`src/rtl/sr_request_conditioner_if.sv`:
```
// Request/pulse bundle between the raw request source and sr_request_conditioner.
// Optional feature macro: SR_CONFLICT_DETECT_EN adds the conflict flag.
interface sr_request_conditioner_if;
    logic set_in;
    logic clr_in;
    logic S;
    logic R;
    logic busy;
`ifdef SR_CONFLICT_DETECT_EN
    logic conflict;

    modport master (output set_in, clr_in, input S, R, busy, conflict);
    modport slave  (input set_in, clr_in, output S, R, busy, conflict);
`else
    modport master (output set_in, clr_in, input S, R, busy);
    modport slave  (input set_in, clr_in, output S, R, busy);
`endif
endinterface

```
`src/rtl/sr_request_conditioner.sv`:
```
// sr_request_conditioner: synchronises and debounces two raw request lines and turns
// their rising edges into registered, mutually exclusive S/R pulses with hold-off.
// Optional feature macro: SR_CONFLICT_DETECT_EN (drop the losing request on a
// simultaneous set/clear and flag it on the conflict output).
module sr_request_conditioner #(
    parameter int unsigned DEBOUNCE_CYCLES = 4,
    parameter int unsigned PULSE_CYCLES    = 1,
    parameter int unsigned HOLDOFF_CYCLES  = 2,
    parameter int unsigned SET_PRIORITY    = 1
) (
    input  logic                     clk,
    input  logic                     rst,
    sr_request_conditioner_if.slave  bus
);

    localparam int unsigned DEB_W     = $clog2(DEBOUNCE_CYCLES + 1);
    localparam int unsigned DEB_LAST  = DEBOUNCE_CYCLES - 1;
    localparam int unsigned TMR_MAX   = (PULSE_CYCLES > HOLDOFF_CYCLES) ? PULSE_CYCLES : HOLDOFF_CYCLES;
    localparam int unsigned TMR_W     = $clog2(TMR_MAX + 1);
    localparam int unsigned PULSE_LAST = PULSE_CYCLES - 1;
    localparam int unsigned HOLD_LAST  = (HOLDOFF_CYCLES == 0) ? 0 : HOLDOFF_CYCLES - 1;

    typedef enum logic [1:0] {
        IDLE      = 2'd0,
        SET_PULSE = 2'd1,
        CLR_PULSE = 2'd2,
        HOLDOFF   = 2'd3
    } state_t;

    // Channel index 0 = set, 1 = clear throughout.
    logic [1:0]            sync1_q, sync2_q;
    logic [1:0]            deb_q, deb_d;
    logic [1:0][DEB_W-1:0] dcnt_q, dcnt_d;
    logic [1:0]            rise;
    logic [1:0]            pend_q, pend_d;
    logic [1:0]            take;

    state_t                state_q, state_d;
    logic [TMR_W-1:0]      tmr_q, tmr_d;
    logic                  arb;
    logic                  s_q, s_d;
    logic                  r_q, r_d;
    logic                  busy_q, busy_d;
`ifdef SR_CONFLICT_DETECT_EN
    logic                  conflict_q, conflict_d;
`endif

    // Debounce: level follows the synced input only after DEBOUNCE_CYCLES stable mismatches.
    always_comb begin
        deb_d  = deb_q;
        dcnt_d = '0;
        for (int i = 0; i < 2; i++) begin
            if (sync2_q[i] != deb_q[i]) begin
                if (dcnt_q[i] == DEB_W'(DEB_LAST)) begin
                    deb_d[i] = sync2_q[i];
                end else begin
                    dcnt_d[i] = dcnt_q[i] + DEB_W'(1);
                end
            end
        end
        rise = deb_d & ~deb_q;
    end

    // Next state: pulse/holdoff timing; expiry arbitrates like IDLE so queued work starts at once.
    always_comb begin
        state_d = state_q;
        tmr_d   = tmr_q;
        arb     = 1'b0;
        take    = 2'b00;
`ifdef SR_CONFLICT_DETECT_EN
        conflict_d = 1'b0;
`endif
        case (state_q)
            IDLE: arb = 1'b1;
            SET_PULSE, CLR_PULSE: begin
                if (tmr_q == TMR_W'(PULSE_LAST)) begin
                    if (HOLDOFF_CYCLES == 0) begin
                        arb = 1'b1;
                    end else begin
                        state_d = HOLDOFF;
                        tmr_d   = '0;
                    end
                end else begin
                    tmr_d = tmr_q + TMR_W'(1);
                end
            end
            HOLDOFF: begin
                if (tmr_q == TMR_W'(HOLD_LAST)) begin
                    arb = 1'b1;
                end else begin
                    tmr_d = tmr_q + TMR_W'(1);
                end
            end
            default: state_d = IDLE;
        endcase

        if (arb) begin
            state_d = IDLE;
            tmr_d   = '0;
            if (pend_q[0] && (!pend_q[1] || (SET_PRIORITY != 0))) begin
                state_d = SET_PULSE;
                take[0] = 1'b1;
            end else if (pend_q[1]) begin
                state_d = CLR_PULSE;
                take[1] = 1'b1;
            end
`ifdef SR_CONFLICT_DETECT_EN
            if (pend_q == 2'b11) begin
                take       = 2'b11;
                conflict_d = 1'b1;
            end
`endif
        end

        pend_d = (pend_q & ~take) | rise;
        s_d    = (state_d == SET_PULSE);
        r_d    = (state_d == CLR_PULSE);
        busy_d = (state_d != IDLE);
    end

    // State, synchroniser, debounce and output registers.
    always_ff @(posedge clk) begin
        if (rst) begin
            sync1_q <= '0;
            sync2_q <= '0;
            deb_q   <= '0;
            dcnt_q  <= '0;
            pend_q  <= '0;
            state_q <= IDLE;
            tmr_q   <= '0;
            s_q     <= 1'b0;
            r_q     <= 1'b0;
            busy_q  <= 1'b0;
`ifdef SR_CONFLICT_DETECT_EN
            conflict_q <= 1'b0;
`endif
        end else begin
            sync1_q <= {bus.clr_in, bus.set_in};
            sync2_q <= sync1_q;
            deb_q   <= deb_d;
            dcnt_q  <= dcnt_d;
            pend_q  <= pend_d;
            state_q <= state_d;
            tmr_q   <= tmr_d;
            s_q     <= s_d;
            r_q     <= r_d;
            busy_q  <= busy_d;
`ifdef SR_CONFLICT_DETECT_EN
            conflict_q <= conflict_d;
`endif
        end
    end

    assign bus.S    = s_q;
    assign bus.R    = r_q;
    assign bus.busy = busy_q;
`ifdef SR_CONFLICT_DETECT_EN
    assign bus.conflict = conflict_q;
`endif

endmodule
```
`src/flat_wrapper.sv`:
```
// flat-port wrapper written by rule: the top's interface ports become plain ports
module sr_request_conditioner_flat 
#(
    parameter int unsigned DEBOUNCE_CYCLES = 4,
    parameter int unsigned PULSE_CYCLES    = 1,
    parameter int unsigned HOLDOFF_CYCLES  = 2,
    parameter int unsigned SET_PRIORITY    = 1
)
  (clk, rst, bus_set_in, bus_clr_in, bus_S, bus_R, bus_busy);
  sr_request_conditioner_if bus_i ();
  input  logic clk;
  input  logic rst;
  input wire logic [$bits(bus_i.set_in)-1:0] bus_set_in;
  input wire logic [$bits(bus_i.clr_in)-1:0] bus_clr_in;
  output wire logic [$bits(bus_i.S)-1:0] bus_S;
  output wire logic [$bits(bus_i.R)-1:0] bus_R;
  output wire logic [$bits(bus_i.busy)-1:0] bus_busy;
  assign bus_i.set_in = bus_set_in;
  assign bus_i.clr_in = bus_clr_in;
  assign bus_S = bus_i.S;
  assign bus_R = bus_i.R;
  assign bus_busy = bus_i.busy;
  sr_request_conditioner #(.DEBOUNCE_CYCLES(DEBOUNCE_CYCLES), .PULSE_CYCLES(PULSE_CYCLES), .HOLDOFF_CYCLES(HOLDOFF_CYCLES), .SET_PRIORITY(SET_PRIORITY)) u_core (.clk(clk), .rst(rst), .bus(bus_i));
endmodule
```
`config.mk`:
```
export PLATFORM = sky130hd
export DESIGN_NAME = sr_request_conditioner_flat
export DESIGN_NICKNAME = d
export VERILOG_FILES = /design/src/rtl/sr_request_conditioner_if.sv /design/src/rtl/sr_request_conditioner.sv /design/src/flat_wrapper.sv
export SDC_FILE = /design/constraint.sdc
export NUM_CORES = 1
export LEC_CHECK = 0
export CORE_MARGIN = 4
export CORE_UTILIZATION = 59
export DETAILED_ROUTE_END_ITERATION = 6
export MAX_ROUTING_LAYER = met4
export PLACE_DENSITY_LB_ADDON = 0.3
export RECOVER_POWER = 50
export REMOVE_ABC_BUFFERS = 1
export SLEW_MARGIN = 0
export SYNTH_ARGS = -nofsm -noshare
export SYNTH_HDL_FRONTEND = slang
export SYNTH_SLANG_ARGS = --single-unit
```
`constraint.sdc`:
```
create_clock -name clk -period 2.8 [get_ports clk]
set_input_delay 0.28 -clock clk [delete_from_list [all_inputs] [get_ports clk]]
set_output_delay 0.28 -clock clk [all_outputs]
set_load 0.005 [all_outputs]
```
# --- Word level (Yosys, flattened, before mapping) ---
# Cells that the tools add are included.
word_totals:
  regBits: 21
  wordCells: 59
classes:
  addsub: 3
  eq_ne: 11
  muxes: 18
  n_bitwise: 7
  n_reduce_logical: 9
ops:
  columns: ["cell", "n"]
  rows:
  - ["2-bit two-way mux", 8]
  - ["1-bit two-way mux", 8]
  - ["3-bit by 1-bit adder with 3-bit output (second input constant)", 2]
  - ["2-bit by 1-bit equality test with 1-bit output (second input constant)", 3]
  - ["2-bit equality test (second input constant)", 3]
  - ["3-bit by 2-bit equality test with 1-bit output (second input constant)", 2]
  - ["3-bit OR reduction", 2]
  - ["2-bit bitwise AND", 2]
  - ["2-bit zero test", 2]
  - ["2-bit inverter", 2]
  - ["2-bit case mux with 2 select lines", 1]
  - ["2-bit nonzero test", 2]
  - ["2-bit OR reduction", 2]
  - ["2-bit by 1-bit adder with 2-bit output (second input constant)", 1]
  - ["1-bit inequality test", 2]
  - ["2-bit inequality test (second input constant)", 1]
  - ["1-bit inverter", 2]
  - ["2-bit bitwise OR", 1]
  - ["1-bit case mux with 2 select lines", 1]
  - ["2-bit AND reduction", 1]

# --- Depth between registers and ports, before layout ---
# Gate-level depths: netlist of run 1.
logic_depth:
  word_depth: 7
  ltp_mapped: 6

# --- Worst setup path after synthesis of run 1 ---
# Ideal clock, no wire load.
synth_path:
  path_kind: "register to register"
  start: "register u_core.state_q[0]"
  end: "register u_core.busy_q, in the netlist u_core.bus.busy"
  setup_ps: 122
  arrival_time_ps: 1481
  required_time_ps: 2678
  setup_slack_ps: 1198
  stages_incl_launch_ff: 6
  cell_sequence: "dfxtp_1 > inv_1 > ha_1 > buf_6 > or4_1 > o311a_1"
synth_via:
  elab_chain_len: 5
  elab_cells_between_ends: 10
synth_lines:
  columns: ["item", "line", "rtl"]
  rows:
  - ["from (decl)", "sr_request_conditioner.sv:38", "state_t state_q, state_d;"]
  - ["from (signal assigned)", "sr_request_conditioner.sv:143", "state_q <= state_d;"]
  - ["2-bit by 1-bit equality test with 1-bit output or 2-bit equality test (tied branches)", "sr_request_conditioner.sv:73", "case (state_q)"]
  - ["2-bit OR reduction", "sr_request_conditioner.sv:73", null]
  - ["2-bit two-way mux", "sr_request_conditioner.sv:73", null]
  - ["2-bit two-way mux *", "sr_request_conditioner.sv:97", "if (arb) begin"]
  - ["2-bit nonzero test *", "sr_request_conditioner.sv:118", "busy_d = (state_d != IDLE);"]
  - ["to (signal assigned)", "sr_request_conditioner.sv:147", "busy_q <= busy_d;"]
  - ["to (decl)", "sr_request_conditioner.sv:43", "logic busy_q, busy_d;"]
# Every way passes the cells marked *; elsewhere a longest branch is shown, timed or not.
# A chain may end at the register's enable or synchronous reset.

# --- Worst setup path in the final report of run 1 ---
# Same ends and word-level chain as after synthesis.

==> impl_metrics.py, run 1 <==
metrics = {
    "outcome": {
        "status": "complete, no violations",
    },
    "layout": {
        "syn_to_final_growth_pct": 9.24,
        "drive_gt1_frac": 0.0722,
        "utilization": 0.725,
        "final_area_um2": 991,
        "nNetsFinal": 112,
        "diodes": 0,
    },
    "sta": {
        "rsz0062_at_grt": "false",
        "worst_pin_slew_ns": 0.711,
        "slew_headroom": 0.526,
        "post-route-min-period_ns": 1.68,
        "finClkSkew_ns": 0.00267,
        "period_share": 0.598,
        "max_freq_ghz": 0.597,
        "hold_violations": 0,
        "tns_ns": 0,
        "finalSetupViolations": 0,
        "maxSlewViolCount": 0,
    },
    "route": {
        "first_iter_violations": 2,
        "first_pass_iters": 4,
        "viasPerCell": 5.54,
        "ant_nets": 0,
        "wirelength_um": 1230,
        "vias": 620,
        "drcViolationCount": 0,
        "wl_per_cell_um": 11.0,
    },
    "cts": {
        "cts_buffer_depth": 2,
        "path_clk_slew_ns": 0.11,
        "clockRootBuffer": "clkbuf_4",
        "insertion_delay_ns": 0.29,
        "cts_tree": "built",
        "cts_resized": 0,
        "cts_sinks": 21,
        "cts_made_buffers": 3,
        "cts_hold_buffers": 0,
        "postCtsSetupBuffers": 0,
        "cts_max_level": 1,
    },
    "logic_synthesis": {
        "yosysSeqAreaShare": 0.463,
        "yosysWarnings": 0,
        "netlist_instances": 89,
        "synth-seq-cells": 21,
        "syn_area_per_cell_um2": 10.2,
        "syn-cell-area_um2": 907,
        "ys_types": 28,
    },
    "setup_path": {
        "path_class": "reg2reg",
        "reg2reg_setup_slack_ns": 1.12,
        "regToRegEndpoint": "u_core.bus.busy",
        "end_kind": "flip-flop",
        "worstPathMaxFanout": 8,
        "ff2ff_path_depth": 4,
        "crit_arrival_ns": 1.87,
        "cp.required_ns": 2.99,
        "rr_startpoint": "u_core.state_q[0]",
        "start_kind": "flip-flop",
    },
    "run": {
        "cap_violations": 0,
    },
    "power": {
        "internal_power_mw": 0.455,
        "ir_worst_vdd_uv": 386,
        "seqPwrFrac": 0.497,
        "p_per_area_nw_per_um2": 666,
        "swShare": 0.310,
        "p_clk_frac": 0.210,
        "p_switching_mw": 0.205,
        "p_comb_frac": 0.292,
        "p_total_mw": 0.660,
        "leakage_nw": 0.383,
    },
    "floorplanning": {
        "die_w_um": 47.2,
        "rows": 13,
        "die_height_um": 47.2,
        "ios": 7,
        "die_area_um2": 2230,
        "start_util": 0.664,
        "coreArea_um2": 1370,
    },
    "hold_path": {
        "min_delay_path_depth": 1,
        "hold_path_startpoint": "u_core.dcnt_q[3]",
        "hold_path.class": "reg2reg",
        "whs_endpoint": "u_core.dcnt_q[3]",
    },
    "grt": {
        "overflow": 0,
        "grtUsageTotal": 0.150,
        "grt_start_max_net_pins": 20,
        "grt_pass1_wl_um": 2260,
        "grt.met1_usage": 0.183,
        "grt_use_met3": 0.0345,
        "grt_pass1_vias": 577,
        "antenna_found_initial": 0,
        "grt_use_met2": 0.228,
        "busiest_layer": "met2",
    },
    "placed_design": {
        "place_congestion": 0.755,
        "dp_hpwl_um": 956,
        "io_buffers": 6,
        "placed_area_um2": 967,
    },
}
[sequential cells by signal, summed over array words and instances, names as in the netlist]
name	flops
u_core.bus.S	1
u_core.state_q	2
u_core.sync1_q	2
u_core.dcnt_q	6
u_core.bus.R	1
u_core.deb_q	2
u_core.sync2_q	2
u_core.pend_q	2
u_core.tmr_q	2
u_core.bus.busy	1
[cells in the mapped netlist]
cell	n	area, µm²
nor3b_1	1	7.51
o41ai_1	1	8.76
nor2b_1	4	25.0
nand2b_1	1	6.26
or3_2	1	7.51
o311a_1	1	10.0
xnor2_1	2	17.5
nor4b_1	1	8.76
or4_1	1	7.51
nor2_1	10	37.5
clkbuf_1	1	3.75
o21ai_0	1	5.00
buf_6	2	22.5
nand2_1	1	3.75
or3_1	2	12.5
a21oi_2	1	8.76
nand3_1	1	5.00
o2bb2ai_1	1	8.76
nor3_1	4	20.0
a21o_2	1	8.76
mux2i_1	4	40.0
inv_1	9	33.8
a211oi_1	2	15.0
dfxtp_1	21	420
o32ai_1	2	17.5
a21o_1	2	15.0
ha_1	10	125
a21oi_1	1	5.00
[logic make-up after synthesis]
logic type | share of synthesized area
AND/OR/NAND/NOR | 0.156
flip-flops | 0.463
AO/OA/AOI/OAI | 0.113
buffers and inverters | 0.0662
adder cells (fa/ha/maj) | 0.138
multiplexers | 0.0441
XOR/XNOR | 0.0193
[stage by stage]
step / hold WS, ns / cells / setup slack, ns
2_1_floorplan: 0.349 / 86 / 1.23
3_3_place_gp: 0.410 / 108 / 1.15
3_5_place_dp: 0.426 / 108 / 1.15
4_1_cts: 0.442 / 112 / 1.13
5_1_grt: 0.454 / 112 / 1.03
6_report: 0.432 / 112 / 1.12
[metal layers]
layer  wire [µm]  share of wire  vias up
li1            -              -      328
met1         637           0.52      281
met2         544           0.44        9
met3          39          0.032        2
met4          12         0.0097        0
met5           0              0        -
[worst max path at each step]
stage | slack (ns) | start | end | cells after the start
4_1_cts | 1.13 | u_core.state_q[0] | u_core.bus.busy | 4
5_1_grt | 1.03 | u_core.state_q[0] | u_core.bus.busy | 4
3_3_place_gp | 1.15 | rst | u_core.bus.S | 5
2_1_floorplan | 1.23 | u_core.state_q[0] | u_core.bus.busy | 4
3_5_place_dp | 1.15 | u_core.state_q[0] | u_core.bus.busy | 4
6_report | 1.12 | u_core.state_q[0] | u_core.bus.busy | 4
[cell type report]
type | count | area (µm²)
multi-input combinational | 56 | 427
sequential | 21 | 420
clock inverter | 1 | 5.00
fill | 106 | 375
tap | 15 | 18.8
clock buffer | 3 | 22.5
inverter | 9 | 33.8
timing repair buffer | 7 | 63.8
[placed cells by master (no fill, tap or decap), types with 2 or more instances in the layout]
master / netlist / final
ha_1: 10 / 10
mux2i_1: 4 / 4
xnor2_1: 2 / 2
clkbuf_4: 0 / 3
dfxtp_1: 21 / 21
o32ai_1: 2 / 2
a211oi_1: 2 / 2
clkdlybuf4s50_1: 0 / 5
nor2_1: 10 / 10
or3_1: 2 / 2
nor3_1: 4 / 4
nor2b_1: 4 / 4
inv_1: 9 / 9
a21o_1: 2 / 2
[power groups by stage]
stage / clock network (mW) / logic, mW / registers [mW]
after global routing: 0.159 / 0.214 / 0.330
after floorplan: 0 / 0.139 / 0.334
after global placement: 0 / 0.188 / 0.334
final: 0.139 / 0.193 / 0.328
after detailed placement: 0 / 0.189 / 0.335
after CTS: 0.144 / 0.191 / 0.328
[critical path, cell delays in order (launching register included)]
cell     delay (ns)
dfxtp_1        0.40
inv_1          0.11
ha_1           0.39
or4_1          0.54
o311a_1        0.13
Power figures use the tool's default switching activity.
==> inputs of run 2 (changes only) <==
--- a/config.mk
+++ b/config.mk
@@ -6,7 +6,7 @@
 export NUM_CORES = 1
 export LEC_CHECK = 0
 export CORE_MARGIN = 4
-export CORE_UTILIZATION = 59
+export CORE_UTILIZATION = 54
 export DETAILED_ROUTE_END_ITERATION = 6
 export MAX_ROUTING_LAYER = met4
 export PLACE_DENSITY_LB_ADDON = 0.3
==> constraint.sdc (replaced) <==
create_clock -name clk -period 1.6 [get_ports clk]
set_input_delay 0.16 -clock clk [delete_from_list [all_inputs] [get_ports clk]]
set_output_delay 0.16 -clock clk [all_outputs]
set_load 0.005 [all_outputs]
==> run 2 against run 1 <==
Compared with the run above:
- critical path depth is 1 higher
- routed wire length increased by 20%
- largest cell class unchanged
- flip-flop and latch count unchanged
- fmax grew 11%
- critical endpoint unchanged
- die area rose by 7.7%
- via count rose by 6.9%
- setup slack got worse by 1.0 ns
- sequential share of layout area decreased by 2.4 points
- design area increased by 5.9%
- combinational power grew 140%
- utilization fell by 4.4 points
==> impl_metrics.py, run 2 (synthesized netlist as in run 1, its figures left out) <==
metrics = {
    "route": {
        "drcViolationCount": 0,
        "wl_per_cell_um": 12.9,
        "ant_nets": 0,
        "first_pass_iters": 4,
        "vias": 663,
        "viasPerCell": 5.77,
        "first_iter_violations": 12,
        "wirelength_um": 1480,
    },
    "cts": {
        "postCtsSetupBuffers": 0,
        "cts_max_level": 1,
        "clockRootBuffer": "clkbuf_4",
        "cts_tree": "built",
        "cts_sinks": 21,
        "cts_made_buffers": 3,
        "path_clk_slew_ns": 0.11,
        "cts_buffer_depth": 2,
        "insertion_delay_ns": 0.30,
        "cts_hold_buffers": 0,
    },
    "grt": {
        "grt_start_max_net_pins": 19,
        "grt_pass1_vias": 643,
        "overflow": 0,
        "antenna_found_initial": 0,
        "grtUsageTotal": 0.142,
        "grt_pass1_wl_um": 2640,
    },
    "sta": {
        "post-route-min-period_ns": 1.51,
        "period_share": 0.944,
        "worst_pin_slew_ns": 0.243,
        "rsz0062_at_grt": "false",
        "finClkSkew_ns": 0.00370,
        "finalSetupViolations": 0,
        "timing.hold.ws_ns": 0.403,
        "slew_headroom": 0.833,
        "maxSlewViolCount": 0,
        "tns_ns": 0,
        "fin_ws_ns": 0.0893,
        "hold_violations": 0,
        "max_freq_ghz": 0.662,
    },
    "layout": {
        "largest-register": "u_core.dcnt_q",
        "utilization": 0.681,
        "syn_to_final_growth_pct": 15.7,
        "largest_reg_flops": 6,
        "diodes": 0,
        "layout_common_cells": "21 x dfxtp_1, 9 x inv_1, 9 x nor2_1, 9 x ha_1",
        "final_common_cell": "dfxtp_1",
        "nNetsFinal": 114,
        "fill_cells": 135,
        "drive_gt1_frac": 0.121,
    },
    "placed_design": {
        "pre_cts_ws_ns": 0.0586,
        "place_congestion": 0.865,
        "dp_hpwl_um": 1070,
        "io_buffers": 6,
    },
    "hold_path": {
        "hold_path.class": "in2reg",
    },
    "setup_path": {
        "path_class": "reg2reg",
        "cp.required_ns": 1.80,
        "crit_arrival_ns": 1.71,
        "start_kind": "flip-flop",
        "cpMaxStageDelayCell": "dfxtp_1",
        "worstPathMaxFanout": 5,
        "end_kind": "flip-flop",
        "slowest_delay_ns": 0.33,
        "cp_cell_sequence": "buf_4 > ha_1 > a21oi_4 > nor2_2 > o311a_1",
    },
    "floorplanning": {
        "ios": 7,
        "coreArea_um2": 1540,
        "die_height_um": 49.0,
        "die_w_um": 49.0,
        "rows": 14,
        "start_util": 0.588,
        "die_area_um2": 2400,
    },
    "power": {
        "seqPwrFrac": 0.446,
        "p_total_mw": 1.27,
        "swShare": 0.316,
        "p_switching_mw": 0.402,
        "p_per_area_nw_per_um2": 1210,
        "p_clk_frac": 0.193,
        "internal_power_mw": 0.869,
        "leakage_nw": 0.415,
        "ir_worst_vdd_uv": 729,
        "p_comb_frac": 0.361,
    },
    "outcome": {
        "status": "complete, no violations",
    },
    "run": {
        "cap_violations": 0,
    },
}
-- run 2: cell types whose count changed in the layout (fill, tap and decap cells not counted), sizes merged --
cell / change
clkdlybuf4s50: -3
dlygate4sd3: +3
clkinv: -1
buf: +3
-- run 2: timing repair --
item,CTS,global route
endpoints found under the setup margin,0,7
resized for setup,0,4
hold endpoints to repair,0,0
-- run 2: path summary, 6_finish.rpt --
check | startpoint | end | slack, ns | depth (start not counted)
worst min register to register | u_core.dcnt_q[0] | u_core.dcnt_q[0] | 0.42 | 1
worst max-delay path | u_core.state_q[0] | u_core.bus.busy | 0.09 | 5
worst max register to register | u_core.state_q[0] | u_core.bus.busy | 0.09 | 5
worst min-delay path | bus_set_in | u_core.sync1_q[0] | 0.40 | 2
-- run 2: cell type report --
class	count	area, µm²	area share
Clock buffer	4	26.3	0.0250
Sequential cell	21	420	0.400
Timing Repair Buffer	9	95.1	0.0906
Multi-Input combinational cell	56	454	0.433
Tap cell	16	20.0	0.0191
Inverter	9	33.8	0.0322
-- run 2: layer usage --
metal  GRT usage  vias up  routed length, µm
met3      0.0214        5                 62
li1            -      330                  -
met1       0.168      310                649
met2       0.224       18                727
met5           -        -                  0
met4      0.0897        0                 40
-- run 2: metrics by stage --
stage | instance area, µm² | instances
global route | 1050 | 115
detailed placement | 996 | 111
floorplan | 881 | 86
CTS | 1020 | 115
finish | 1050 | 115
global placement | 996 | 111
-- run 2: power groups by stage --
stage	clock [mW]	combinational, mW	sequential (mW)
6_report	0.245	0.458	0.567
5_1_grt	0.276	0.504	0.572
4_1_cts	0.256	0.389	0.568
3_5_place_dp	0	0.387	0.580
3_3_place_gp	0	0.384	0.579
2_1_floorplan	0	0.244	0.584
-- run 2: critical path, delay by kind of cell, from the launching register on --
kind,cells,cell delay (ns)
simple gates,1,0.10
fa+ha+maj,1,0.27
flops,1,0.33
compound gates,2,0.57
buf+inv,1,0.14
==> inputs of run 3 (changes only) <==
--- a/config.mk
+++ b/config.mk
@@ -8,6 +8,7 @@
 export CORE_MARGIN = 4
 export CORE_UTILIZATION = 54
 export DETAILED_ROUTE_END_ITERATION = 6
+export GPL_ROUTABILITY_DRIVEN = 0
 export MAX_ROUTING_LAYER = met4
 export PLACE_DENSITY_LB_ADDON = 0.3
 export RECOVER_POWER = 50
==> results of run 3 <==
The final DEF is identical to that of run 2; final timing and power are the same.
